===== config.mk =====
export PLATFORM = sky130hd
export DESIGN_NAME = stickit_share_ctrl_flat
export DESIGN_NICKNAME = d
export VERILOG_FILES = /design/src/rtl/stickit_pkg.sv /design/src/rtl/stickit_share_ctrl_if.sv /design/src/rtl/stickit_rr_pick.sv /design/src/rtl/stickit_share_ctrl.sv /design/src/flat_wrapper.sv
export SDC_FILE = /design/constraint.sdc
export NUM_CORES = 1
export LEC_CHECK = 0
export ABC_CLOCK_PERIOD_IN_PS = 3200
export CAP_MARGIN = 5
export CORE_ASPECT_RATIO = 1.1
export CORE_MARGIN = 1.5
export CORE_UTILIZATION = 48
export DETAILED_ROUTE_END_ITERATION = 10
export PLACE_DENSITY = 0.78
export SYNTH_ARGS = -nofsm -noshare
export SYNTH_HDL_FRONTEND = slang
export SYNTH_SLANG_ARGS = --single-unit
export TNS_END_PERCENT = 30

===== constraint.sdc =====
create_clock -name CLK -period 3.2 [get_ports CLK]
set_input_delay 0.48 -clock CLK [delete_from_list [all_inputs] [get_ports CLK]]
set_output_delay 0.48 -clock CLK [all_outputs]
set_load 0.01 [all_outputs]

===== src/rtl/stickit_pkg.sv =====
// Shared definitions for blocks that share a StickIt! 8-digit LED display.
package stickit_pkg;

  localparam int unsigned WORD_W = 32;
  localparam logic [WORD_W-1:0] DEFAULT_IDLE_VALUE = 32'h0000_0000;

  typedef enum logic [1:0] {
    ST_IDLE   = 2'd0,
    ST_OWN    = 2'd1,
    ST_LINGER = 2'd2
  } state_t;

endpackage


===== src/rtl/stickit_share_ctrl_if.sv =====
// Requester/display bus for the shared StickIt! display controller.
interface stickit_share_ctrl_if
  import stickit_pkg::*;
#(
  parameter int unsigned NREQ = 4
);

  logic [NREQ-1:0]        REQ;
  logic [WORD_W*NREQ-1:0] DATA;
  logic [NREQ-1:0]        GNT;
  logic [WORD_W-1:0]      VALUE;
  logic                   BUSY;

  modport master (
    output REQ,
    output DATA,
    input  GNT,
    input  VALUE,
    input  BUSY
  );

  modport slave (
    input  REQ,
    input  DATA,
    output GNT,
    output VALUE,
    output BUSY
  );

endinterface


===== src/rtl/stickit_rr_pick.sv =====
// Combinational round-robin pick: first requester after last, wrapping; last has lowest priority.
module stickit_rr_pick #(
  parameter int unsigned NREQ = 4
) (
  input  logic [NREQ-1:0]         req,
  input  logic [$clog2(NREQ)-1:0] last,
  output logic [$clog2(NREQ)-1:0] win_c,
  output logic                    any_req_c
);

  localparam int unsigned IDX_W = $clog2(NREQ);

  logic [IDX_W-1:0] idx;
  logic             found;

  always_comb begin
    win_c = last;
    found = 1'b0;
    idx   = '0;
    for (int k = 1; k <= int'(NREQ); k++) begin
      idx = IDX_W'((int'(last) + k) % int'(NREQ));
      if (!found && req[idx]) begin
        win_c = idx;
        found = 1'b1;
      end
    end
  end

  assign any_req_c = |req;

endmodule


===== src/rtl/stickit_share_ctrl.sv =====
// Shares one StickIt! display among NREQ requesters with round-robin grants
// and a minimum hold time per grant, honoured even after the owner withdraws.
module stickit_share_ctrl
  import stickit_pkg::*;
#(
  parameter int unsigned       NREQ       = 4,
  parameter int unsigned       HOLD       = 50_000_000,
  parameter logic [WORD_W-1:0] IDLE_VALUE = DEFAULT_IDLE_VALUE
) (
  input  logic CLK,
  input  logic RESET,
  stickit_share_ctrl_if.slave bus
);

  localparam int unsigned IDX_W = $clog2(NREQ);
  localparam int unsigned CNT_W = $clog2(HOLD + 1);

  state_t              state, state_n;
  logic [CNT_W-1:0]    cnt, cnt_n;
  logic [IDX_W-1:0]    last, last_n;
  logic [NREQ-1:0]     gnt, gnt_n;
  logic [WORD_W-1:0]   value, value_n;
  logic                busy, busy_n;

  logic [IDX_W-1:0]    win_c;
  logic                any_req_c;
  logic                cnt_zero;
  logic                owner_req;
  logic [WORD_W-1:0]   owner_data;
  logic [WORD_W-1:0]   win_data;
  logic                do_grant;
  logic                do_idle;

  stickit_rr_pick #(
    .NREQ (NREQ)
  ) u_pick (
    .req       (bus.REQ),
    .last      (last),
    .win_c     (win_c),
    .any_req_c (any_req_c)
  );

  assign cnt_zero   = (cnt == '0);
  assign owner_req  = bus.REQ[last];
  assign owner_data = bus.DATA[int'(last) * int'(WORD_W) +: WORD_W];
  assign win_data   = bus.DATA[int'(win_c) * int'(WORD_W) +: WORD_W];

  // State and output registers
  always_ff @(posedge CLK) begin
    if (RESET) begin
      state <= ST_IDLE;
      cnt   <= '0;
      last  <= IDX_W'(NREQ - 1);
      gnt   <= '0;
      value <= IDLE_VALUE;
      busy  <= 1'b0;
    end else begin
      state <= state_n;
      cnt   <= cnt_n;
      last  <= last_n;
      gnt   <= gnt_n;
      value <= value_n;
      busy  <= busy_n;
    end
  end

  // Next-state: decide grant/idle per state, then apply the shared entry actions
  always_comb begin
    state_n  = state;
    cnt_n    = cnt;
    last_n   = last;
    gnt_n    = gnt;
    value_n  = value;
    do_grant = 1'b0;
    do_idle  = 1'b0;

    case (state)
      ST_IDLE: begin
        if (any_req_c) do_grant = 1'b1;
        else           do_idle  = 1'b1;
      end

      ST_OWN: begin
        if (!cnt_zero) begin
          cnt_n = cnt - CNT_W'(1);
          if (!owner_req) begin
            state_n = ST_LINGER;
            gnt_n   = '0;
          end else begin
            value_n = owner_data;
          end
        end else if (owner_req && (win_c == last)) begin
          // Sole requester keeps the display; cnt stays saturated at zero
          value_n = owner_data;
        end else if (any_req_c) begin
          do_grant = 1'b1;
        end else begin
          do_idle = 1'b1;
        end
      end

      ST_LINGER: begin
        if (!cnt_zero)      cnt_n    = cnt - CNT_W'(1);
        else if (any_req_c) do_grant = 1'b1;
        else                do_idle  = 1'b1;
      end

      default: do_idle = 1'b1;
    endcase

    if (do_grant) begin
      state_n = ST_OWN;
      gnt_n   = NREQ'(1) << win_c;
      last_n  = win_c;
      value_n = win_data;
      cnt_n   = CNT_W'(HOLD - 1);
    end else if (do_idle) begin
      state_n = ST_IDLE;
      gnt_n   = '0;
      value_n = IDLE_VALUE;
      cnt_n   = '0;
    end

    busy_n = (state_n != ST_IDLE);
  end

  assign bus.GNT   = gnt;
  assign bus.VALUE = value;
  assign bus.BUSY  = busy;

endmodule

===== src/flat_wrapper.sv =====
// flat-port wrapper written by rule: the top's interface ports become plain ports
module stickit_share_ctrl_flat import stickit_pkg::*;
#(
  parameter int unsigned       NREQ       = 4,
  parameter int unsigned       HOLD       = 50_000_000,
  parameter logic [WORD_W-1:0] IDLE_VALUE = DEFAULT_IDLE_VALUE
)
  (CLK, RESET, bus_REQ, bus_DATA, bus_GNT, bus_VALUE, bus_BUSY);
  stickit_share_ctrl_if #(.NREQ(NREQ)) bus_i ();
  input  logic CLK;
  input  logic RESET;
  input wire logic [$bits(bus_i.REQ)-1:0] bus_REQ;
  input wire logic [$bits(bus_i.DATA)-1:0] bus_DATA;
  output wire logic [$bits(bus_i.GNT)-1:0] bus_GNT;
  output wire logic [$bits(bus_i.VALUE)-1:0] bus_VALUE;
  output wire logic [$bits(bus_i.BUSY)-1:0] bus_BUSY;
  assign bus_i.REQ = bus_REQ;
  assign bus_i.DATA = bus_DATA;
  assign bus_GNT = bus_i.GNT;
  assign bus_VALUE = bus_i.VALUE;
  assign bus_BUSY = bus_i.BUSY;
  stickit_share_ctrl #(.NREQ(NREQ), .HOLD(HOLD), .IDLE_VALUE(IDLE_VALUE)) u_core (.CLK(CLK), .RESET(RESET), .bus(bus_i));
endmodule

==> results_dict.tcl <==
set metrics [dict create \
    ant_nets 0 \
    required_ns 3.44 \
    diodes 0 \
    remaining_drc_errors 0 \
    netlist_area_um2 5439 \
    synthFlopType "dfxtp_1" \
    routed_wl_um 17970 \
    post-cts-setup-buffers 0 \
    hpwlAfterDp_um 12940 \
    io_buffer_count 170 \
    path_max_fanout 20 \
    seqCellArea_um2 1344 \
    clock_path_buffers 2 \
    clk_latency_ns 0.33 \
    r2r_start "u_core.state[0]" \
    synth_edf_count 0 \
    start_util_pct 49.62 \
    grt_usage_pct 30.12 \
    synth_nets 662 \
    core_um2 10960 \
    drv_cap 0 \
    synthArstFlopShare_pct 0 \
    fin_crit_sh_pct 92.12 \
    synthTopCellsByArea "dfxtp_1 25%, mux4_1 15%, mux4_2 12%, a221oi_2 8.3%, o21ai_0 4.5%" \
    via_per_inst 6.355 \
    area_delta_synth_final_pct 38.74 \
    dr.pass1.iters 5 \
    worst_ep_arrival_time_ns 3.19 \
    final_max_slew_viol_count 0 \
    cts_tree "yes" \
    cp-startpoint "u_core.state[0]" \
    antenna_found_initial 0 \
    synth.most_common_cell "dfxtp_1" \
    path_class "flip-flop to flip-flop" \
    postLayoutCellArea_um2 7546 \
    drive_gt1_share_pct 16.76 \
    die_h_um 114.6 \
    fin_tns_setup_ns 0 \
    grt_pass1_wl_um 28320 \
    status "finished, final reports clean" \
    hold_viol 0 \
    htreeDepth 3 \
    wire_per_inst_um 21.57 \
    peakVddDrop_mv 0.4417 \
    leakagePower_nw 2.742 \
    placed_area_um2 7236 \
    ios 171 \
    timing.fmax_ghz 0.3392 \
    hold_start "u_core.bus.VALUE[22]" \
    rrSetupSlack_ns 0.25 \
    ys_seq_elements 67 \
    cts_sinks 67 \
    design.die.area_um2 11980 \
    end_kind "flip-flop" \
    cts_buffers 9 \
    cts-root-buf "clkbuf_16" \
    drtIter0Drc 342 \
    ys.warnings.count 0 \
    setup_viol 0 \
    rr_worst_depth 9 \
    fillers 806 \
    whs_ns 0.4612 \
    postCtsHoldBufs 0 \
    synth_cells 523 \
    die_w_um 104.5 \
    powerDensity_nw_per_um2 577.5 \
    hp-class "flip-flop to flip-flop" \
    critPathCapture "u_core.bus.VALUE[3]" \
    avgSynthCellArea_um2 10.40 \
    vias 5294 \
    grt_max_degree 34 \
    synth_top_area_share_pct 24.66 \
    relSlewSlack_pct 46.35 \
    fin_skew_ns 0.005100 \
    tightest_slew_ns 0.7974 \
    multiInputGateArea_um2 3657 \
    rows 40 \
    cts_resized 0 \
    netlist.top_cell.by_area "dfxtp_1" \
    cp-start-kind "flip-flop" \
    rsz0062_at_grt "false" \
    layout_min_cycle_time_ns 2.948 \
    nets 820 \
    clk_pin_slew_ns 0.06 \
    r2r-end "u_core.bus.VALUE[3]" \
    grt_overflow_total 0 \
    synth.top_cells.by_count "67 x dfxtp_1, 49 x o21ai_0, 44 x nand2_1" \
    grt_pass1_vias 5371 \
    gp_congestion 0.9084 \
    ys_types 58 \
    yosysSeqAreaShare_pct 24.66 \
]
-- kinds of logic after synthesis --
family,Yosys count,synth area share [%]
and+or+nand+nor,155,14.26
AOI/OAI and AO/OA,137,20.50
buffers and inverters,84,8.489
DFF,67,24.66
muxes,65,29.33
xor gates and xnor gates,10,1.610
adders and majority gates,5,1.150
-- metrics by stage --
step | util, % | power (mW) | cells | setup WS (ns)
floorplan | - | 2.555 | 523 | 0.6541
global placement | 66.02 | 3.227 | 817 | 0.1870
detailed placement | 66.02 | 3.289 | 817 | 0.05827
CTS | 68.85 | 4.356 | 833 | 0.2590
global route | 68.85 | 4.575 | 833 | 0.1013
finish | 68.85 | 4.358 | 833 | 0.2522
-- registers in the layout (all words and copies together), names as in the netlist --
name and flops:
u_core.last 2, u_core.bus.VALUE 32, u_core.state 2, u_core.bus.BUSY 1
u_core.bus.GNT 4, u_core.cnt 26
-- cell usage in the layout, fill, tap and decap left out, drive strengths merged, types with 4 or more instances in the layout --
cell type      instances
o21ai                 51
clkdlybuf4s50        169
nor4                   8
mux4                  65
a31oi                 12
ha                     5
nand3b                 5
nor2                  37
nand3                 14
buf                   21
dfxtp                 67
a21oi                 20
or3                    6
nor3                  12
a221oi                35
nand2                 44
clkbuf                11
nand4                  5
nor3b                  4
xor2                   9
inv                   41
-- metal layers --
| layer | part of all wire (%) | global-route usage (%) |
|---|---|---|
| met2 | 52 | 54.56 |
| met5 | 0 | 0 |
| met3 | 7.3 | 5.805 |
| met1 | 38 | 34.58 |
| met4 | 3.5 | 13.33 |
-- worst min-delay path by stage --
stage | to | slack [ns] | cells past startpoint
floorplan | u_core.cnt[20] | 0.47 | 2
global placement | u_core.bus.VALUE[7] | 0.45 | 2
detailed placement | u_core.bus.VALUE[6] | 0.45 | 2
CTS | u_core.bus.VALUE[6] | 0.46 | 2
global route | u_core.bus.VALUE[6] | 0.48 | 2
finish | u_core.bus.VALUE[22] | 0.46 | 2
-- critical path: stages (launching register included) --
cell	delay, ns
dfxtp_1	0.40
inv_1	0.09
ha_1	0.41
or4b_1	0.50
nor3_1	0.29
a31o_2	0.24
and3b_2	0.40
buf_12	0.20
nand2_1	0.09
a221oi_2	0.22
-- area by class of cell --
cell class	count	area share [%]
Clock buffer	11	3.084
Tap cell	147	2.437
Multi-Input combinational cell	372	48.47
Clock inverter	5	1.028
Timing Repair Buffer	190	25.14
Inverter	41	2.039
Sequential cell	67	17.81
-- report_power, final --
| part | total (mW) | leakage (nW) | internal, mW | switching (mW) |
|---|---|---|---|---|
| Sequential | 1.14 | 0.555 | 1.00 | 0.140 |
| Combinational | 2.16 | 2.04 | 1.10 | 1.07 |
| Clock | 1.05 | 0.150 | 0.680 | 0.372 |
No activity file was read; power rests on OpenSTA's default activity.
